<file path="src/rtl/uart_tx_cfg.sv">
// Configurable UART transmitter: 5-8 data bits, optional even/odd parity, 1 or 2 stop bits.
// The frame format is latched at acceptance, so later input changes only affect the next frame.
module uart_tx_cfg #(
  parameter int CLK_RATE  = 50000000,
  parameter int BAUD_RATE = 115200,
  parameter int CLK_DIV   = CLK_RATE / BAUD_RATE,
  parameter int CNT_W     = 17
) (
  input  logic       clk,
  input  logic       rst_n,
  input  logic       tx_valid,
  output logic       tx_ready,
  input  logic [7:0] tx_din,
  input  logic [1:0] cfg_len,
  input  logic [1:0] cfg_par,
  input  logic       cfg_stop2,
  output logic       tx,
  output logic       tx_busy,
  output logic       tx_done
);

  typedef enum logic [2:0] {
    S_IDLE   = 3'd0,
    S_START  = 3'd1,
    S_DATA   = 3'd2,
    S_PARITY = 3'd3,
    S_STOP   = 3'd4
  } state_t;

  localparam logic [CNT_W-1:0] DIV_LAST = CNT_W'(CLK_DIV - 1);
  localparam logic [CNT_W-1:0] DIV_END  = CNT_W'(CLK_DIV - 2);

  state_t           state;
  logic [CNT_W-1:0] cnt;
  logic [2:0]       bit_idx;
  logic [7:0]       lat_data;
  logic [1:0]       lat_len;
  logic [1:0]       lat_par;
  logic             lat_stop2;

  logic             bit_end;
  logic             last_data;
  logic             frame_end;
  logic [2:0]       nxt_idx;

  function automatic logic [7:0] data_mask(input logic [1:0] len);
    logic [7:0] m;
    case (len)
      2'b00:   m = 8'h1F;
      2'b01:   m = 8'h3F;
      2'b10:   m = 8'h7F;
      default: m = 8'hFF;
    endcase
    return m;
  endfunction

  function automatic logic par_enabled(input logic [1:0] par);
    return (par == 2'b01) || (par == 2'b10);
  endfunction

  // Even parity is the XOR of the transmitted bits only; odd is its inverse.
  function automatic logic par_bit(input logic [7:0] data, input logic [1:0] len,
                                   input logic [1:0] par);
    return (^(data & data_mask(len))) ^ (par == 2'b10);
  endfunction

  assign tx_ready  = (state == S_IDLE);
  assign bit_end   = (cnt == DIV_LAST);
  assign last_data = (bit_idx == {1'b1, lat_len});
  assign nxt_idx   = bit_idx + 3'd1;
  // The final stop period ends one cycle early in-state: its last cycle is the
  // IDLE/done cycle, letting a back-to-back start bit follow with no gap.
  assign frame_end = (state == S_STOP) && (bit_idx[0] == lat_stop2) && (cnt == DIV_END);

  always_ff @(posedge clk or negedge rst_n) begin
    if (!rst_n) begin
      state     <= S_IDLE;
      cnt       <= '0;
      bit_idx   <= '0;
      lat_data  <= '0;
      lat_len   <= '0;
      lat_par   <= '0;
      lat_stop2 <= 1'b0;
      tx        <= 1'b1;
      tx_busy   <= 1'b0;
      tx_done   <= 1'b0;
    end else begin
      tx_done <= 1'b0;
      case (state)
        S_IDLE: begin
          tx      <= 1'b1;
          cnt     <= '0;
          bit_idx <= '0;
          if (tx_valid) begin
            lat_data  <= tx_din;
            lat_len   <= cfg_len;
            lat_par   <= cfg_par;
            lat_stop2 <= cfg_stop2;
            tx        <= 1'b0;
            tx_busy   <= 1'b1;
            state     <= S_START;
          end
        end

        S_START: begin
          if (bit_end) begin
            cnt   <= '0;
            tx    <= lat_data[0];
            state <= S_DATA;
          end else begin
            cnt <= cnt + CNT_W'(1);
          end
        end

        S_DATA: begin
          if (bit_end) begin
            cnt <= '0;
            if (last_data) begin
              bit_idx <= '0;
              if (par_enabled(lat_par)) begin
                tx    <= par_bit(lat_data, lat_len, lat_par);
                state <= S_PARITY;
              end else begin
                tx    <= 1'b1;
                state <= S_STOP;
              end
            end else begin
              bit_idx <= nxt_idx;
              tx      <= lat_data[nxt_idx];
            end
          end else begin
            cnt <= cnt + CNT_W'(1);
          end
        end

        S_PARITY: begin
          if (bit_end) begin
            cnt     <= '0;
            bit_idx <= '0;
            tx      <= 1'b1;
            state   <= S_STOP;
          end else begin
            cnt <= cnt + CNT_W'(1);
          end
        end

        S_STOP: begin
          tx <= 1'b1;
          if (frame_end) begin
            cnt     <= '0;
            bit_idx <= '0;
            tx_busy <= 1'b0;
            tx_done <= 1'b1;
            state   <= S_IDLE;
          end else if (bit_end) begin
            cnt     <= '0;
            bit_idx <= 3'd1;
          end else begin
            cnt <= cnt + CNT_W'(1);
          end
        end

        default: begin
          state   <= S_IDLE;
          cnt     <= '0;
          bit_idx <= '0;
          tx      <= 1'b1;
          tx_busy <= 1'b0;
        end
      endcase
    end
  end

endmodule

</file>
<file path="config.mk">
export PLATFORM = sky130hd
export DESIGN_NAME = uart_tx_cfg
export DESIGN_NICKNAME = d
export VERILOG_FILES = /design/src/rtl/uart_tx_cfg.sv
export SDC_FILE = /design/constraint.sdc
export NUM_CORES = 1
export LEC_CHECK = 0
export ABC_AREA = 1
export CORE_AREA = 10 10 88 90
export DETAILED_ROUTE_END_ITERATION = 10
export DIE_AREA = 0 0 98 100
export MAX_ROUTING_LAYER = met4
export SYNTH_ARGS = -nofsm -noshare
export SYNTH_HDL_FRONTEND = slang
export SYNTH_SLANG_ARGS = --single-unit
</file>
<file path="constraint.sdc">
create_clock -name clk -period 1.5 [get_ports clk]
set_input_delay 0.375 -clock clk [delete_from_list [all_inputs] [get_ports clk]]
set_output_delay 0.375 -clock clk [all_outputs]
set_load 0.02 [all_outputs]
</file>
==> impl_results.rst <==
.. list-table::
   :header-rows: 1

   * - Metric
     - Value
   * - Result of the run
     - finished, violations left
   * - Failing checks
     - setup timing
   * - Pin count of the biggest net entering global routing
     - 22
   * - Mapped cell area
     - approximately 2300 µm²
   * - Number of maximum-capacitance constraint violations
     - 0
   * - Slew @ Worst Pin
     - 483 ps
   * - Final critical delay including setup and external delays
     - 1640 ps
   * - Worst slew margin relative to its limit
     - 0.678
   * - Post-cts hold buffer count
     - 0
   * - Final setup violation count
     - 22
   * - Accumulated negative setup slack
     - -2530 ps
   * - Site Rows
     - 29
   * - Nets
     - 394
   * - DR WL/cell
     - roughly 13 µm
   * - Count of filler cells inserted in the layout
     - 573
   * - Worst EP required
     - ~1700 ps
   * - Die Height
     - 100 µm
   * - Max Fanout on Critical Path
     - 6
   * - GRT met2 Usage
     - 0.202
   * - Final worst slack
     - -142 ps
   * - Multi-input logic area
     - 1380 µm²
   * - Clock network latency to the later pin of the worst-skew pair
     - approximately 290 ps
   * - Total track usage
     - 0.115
   * - Most heavily used metal layer in global routing
     - met2
   * - Post-synth top area share
     - 0.409
   * - Yosys warning count
     - 0
   * - GR Layer Usage met3
     - 0.0261
   * - Worst clock skew
     - 5.16 ps
   * - Ratio of cells with drive above 1 in the final layout
     - 0.374
   * - Number of global-route vias before repair
     - 2,184
   * - Number of I/O pins
     - 20
   * - Area of the placeable core
     - 6130 µm²
   * - Library cell appearing most often on the critical path
     - nand2_4
   * - Overall via count from detail_route
     - 2,163
   * - Global route overflow
     - 0
   * - Part of the cycle the worst path needs
     - 1.09
   * - Post-synthesis cell type with the largest combined area
     - dfrtp_1
   * - Area of the die
     - 9800 µm²
   * - Antenna violation net count after detailed routing
     - 0
   * - Final number of max-transition violations
     - 0
   * - Share of synthesized area occupied by flip-flops and latches
     - 0.421
   * - Total clock sinks
     - 39
   * - Util after Layout
     - 0.554
   * - Signed area change from the synthesized netlist to the final layout
     - 46.2%
   * - Initial cell density of the core
     - 0.379
   * - Combined flip-flop and latch cell area
     - 980 µm²
   * - Most frequent standard cell in the layout excluding fill and tap cells
     - buf_4
   * - Routed WL
     - about 5600 µm
   * - Data arrival time of the worst path
     - 1830 ps
   * - Vias per std cell
     - 4.80
   * - Die X
     - 98 µm
   * - Delay of the slowest cell on the worst path
     - 410 ps
   * - CTS tree
     - built
   * - Standard cell with the maximum stage delay on the critical path
     - dfrtp_1
   * - Iteration-0 DRC count of the detailed router
     - 82
   * - Number of storage elements in the synthesis netlist
     - 39
   * - Port bufs
     - 19
   * - Grt met1 use
     - 0.124
   * - Final hold viol count
     - 0
   * - Static leakage power
     - 0.00163 µW
   * - Most frequent cells in the layout
     - 54 x buf_4, 51 x nand2_1, 36 x dfrtp_1
   * - Clock root buffer
     - clkbuf_8
   * - Crit-path cells
     - nor2_4, buf_6, nand2_4, nor3b_4, nand3_2, nand2_4, o21ai_4, nand2_4, buf_12, nor2_1
   * - Pre-antenna DRT Iters
     - 4
   * - Remaining design rule violation count
     - 0
   * - Wire length of the first global-routing pass
     - 9290 µm
   * - Biggest area contributors in the synthesized netlist
     - dfrtp_1 41%, nand2_1 10%, inv_1 6.0%
   * - Critical path startpoint category
     - register
   * - Worst R2R Path Depth
     - 10
   * - Half-perimeter wire length of the detailed placement result
     - 4040 µm
   * - CTS H-Tree Depth
     - 2
   * - Setup crit end kind
     - register
   * - Syn avg cell area
     - 8.07 µm²
   * - CTS clk-pin slew, worst paths
     - ~70 ps
   * - CTS Buffer Depth
     - 2
   * - Highest clock frequency the design can meet
     - 0.609 GHz
   * - Antenna violations before repair
     - 0
   * - Min-delay worst type
     - primary input to asynchronous set/reset pin
   * - Number of library cell types mapped by synthesis
     - 37
   * - Number of clock buffers inserted by TritonCTS
     - 5
   * - Number of diodes added for antenna fixing
     - 0
   * - Worst voltage drop across the vdd grid
     - 742 µV
   * - Classification of the worst setup path
     - register to register
   * - Post-Syn Nets
     - about 310
   * - Synthesized netlist cell count
     - 288
   * - Routability Congestion
     - around 0.83
   * - RSZ-0062 raised after global routing
     - true
   * - Total power divided by cell area
     - approximately 1700 nW/µm²
## registers in the layout, indices dropped and copies added (netlist names), 2 cells and up
| register | flops |
|---|---|
| lat_par | 2 |
| cnt | 17 |
| lat_data | 8 |
| state | 3 |
| lat_len | 2 |
| bit_idx | 3 |
## worst max-delay path: cells and delay by family (launching register included)
kind | cells | cell delay [ps]
AOI/OAI and AO/OA | 1 | 70
DFF | 1 | 410
and+or+nand+nor | 7 | 800
buffers and inverters | 2 | 260
## repair_timing
| item | in CTS | in global routing |
|---|---|---|
| setup buffers | 1 | 7 |
| endpoints found under the setup margin | 28 | 27 |
| endpoints found under the hold margin | 0 | 0 |
| gates cloned | 0 | 0 |
| resized for setup | 20 | 50 |
| pin swaps | 4 | 20 |
## layout make-up
| type | count | area share |
|---|---|---|
| clock buffers | 7 | 0.0225 |
| clock inverters | 1 | 0.00147 |
| inverters | 38 | 0.0420 |
| multi-input cells | 208 | 0.406 |
| flip-flops and latches | 39 | 0.288 |
| well taps | 77 | 0.0284 |
| repair buffers | 81 | 0.211 |
## cell usage after synthesis
cell      instances
a21oi_1          15
and3_1            2
buf_12            1
buf_2             1
clkbuf_1          1
dfrtp_1          38
dfstp_2           1
ha_1              5
inv_1            37
inv_2             1
mux2_2            7
nand2_1          63
nand2_2           1
nand2_4           1
nand3_1          15
nand3_2           1
nand3b_1          2
nand3b_2          1
nand4_1           6
nor2_1           34
nor2_2            3
nor2_4           10
nor3_1            9
nor3_2            1
nor3b_2           1
nor4_1            3
o211ai_1          1
o21a_1            1
o21ai_0           8
o21ai_1           2
o21ai_2           1
o21bai_1          1
o22ai_1           1
o31ai_1           1
or2_1             1
xnor2_1           2
xor2_1            9
## per-stage QoR
stage | cell area (µm²) | setup slack (ps) | cells | hold WS (ps) | power, µW
after floorplan | 2330 | 20.0 | 288 | 79.4 | 3440
after global placement | 3050 | -102 | 435 | 360 | 4490
after detailed placement | 3050 | -116 | 435 | 365 | 4550
after CTS | 3180 | -111 | 444 | 45.0 | 5350
after global routing | 3400 | -223 | 451 | 57.1 | 6270
final | 3400 | -142 | 451 | 35.3 | 5750
## cells by family after synthesis
kind of cell	Yosys count	synth area share
and+or+nand+nor	154	0.330
DFF	39	0.421
buffers and inverters	41	0.0738
adders and majority gates	5	0.0269
AOI/OAI and AO/OA	31	0.0732
muxes	7	0.0339
xor gates and xnor gates	11	0.0415
## final timing paths
kind / to / start / slack [ps]
max reg2reg: cnt[12]$_DFF_PN0_ / state[1]$_DFFE_PN0P_ / -140
min in group clk: tx_busy$_DFFE_PN0P_ / tx_busy$_DFFE_PN0P_ / 500
max: cnt[12]$_DFF_PN0_ / state[1]$_DFFE_PN0P_ / -140
max in group asynchronous: cnt[0]$_DFF_PN0_ / rst_n / 970
min reg2reg: tx_busy$_DFFE_PN0P_ / tx_busy$_DFFE_PN0P_ / 500
min: cnt[10]$_DFF_PN0_ / rst_n / 40
## layer usage
metal | vias up | part of all wire
li1 | 1098 | -
met1 | 1020 | 0.42
met2 | 35 | 0.53
met3 | 10 | 0.031
met4 | 0 | 0.017
met5 | - | 0
## report_power, final
part | total [µW] | switching [µW] | internal (µW)
Sequential | 1660 | 293 | 1370
Clock | 701 | 374 | 327
Combinational | 3390 | 1760 | 1630
Total | 5750 | 2430 | 3320
Power figures use the tool's default switching activity.
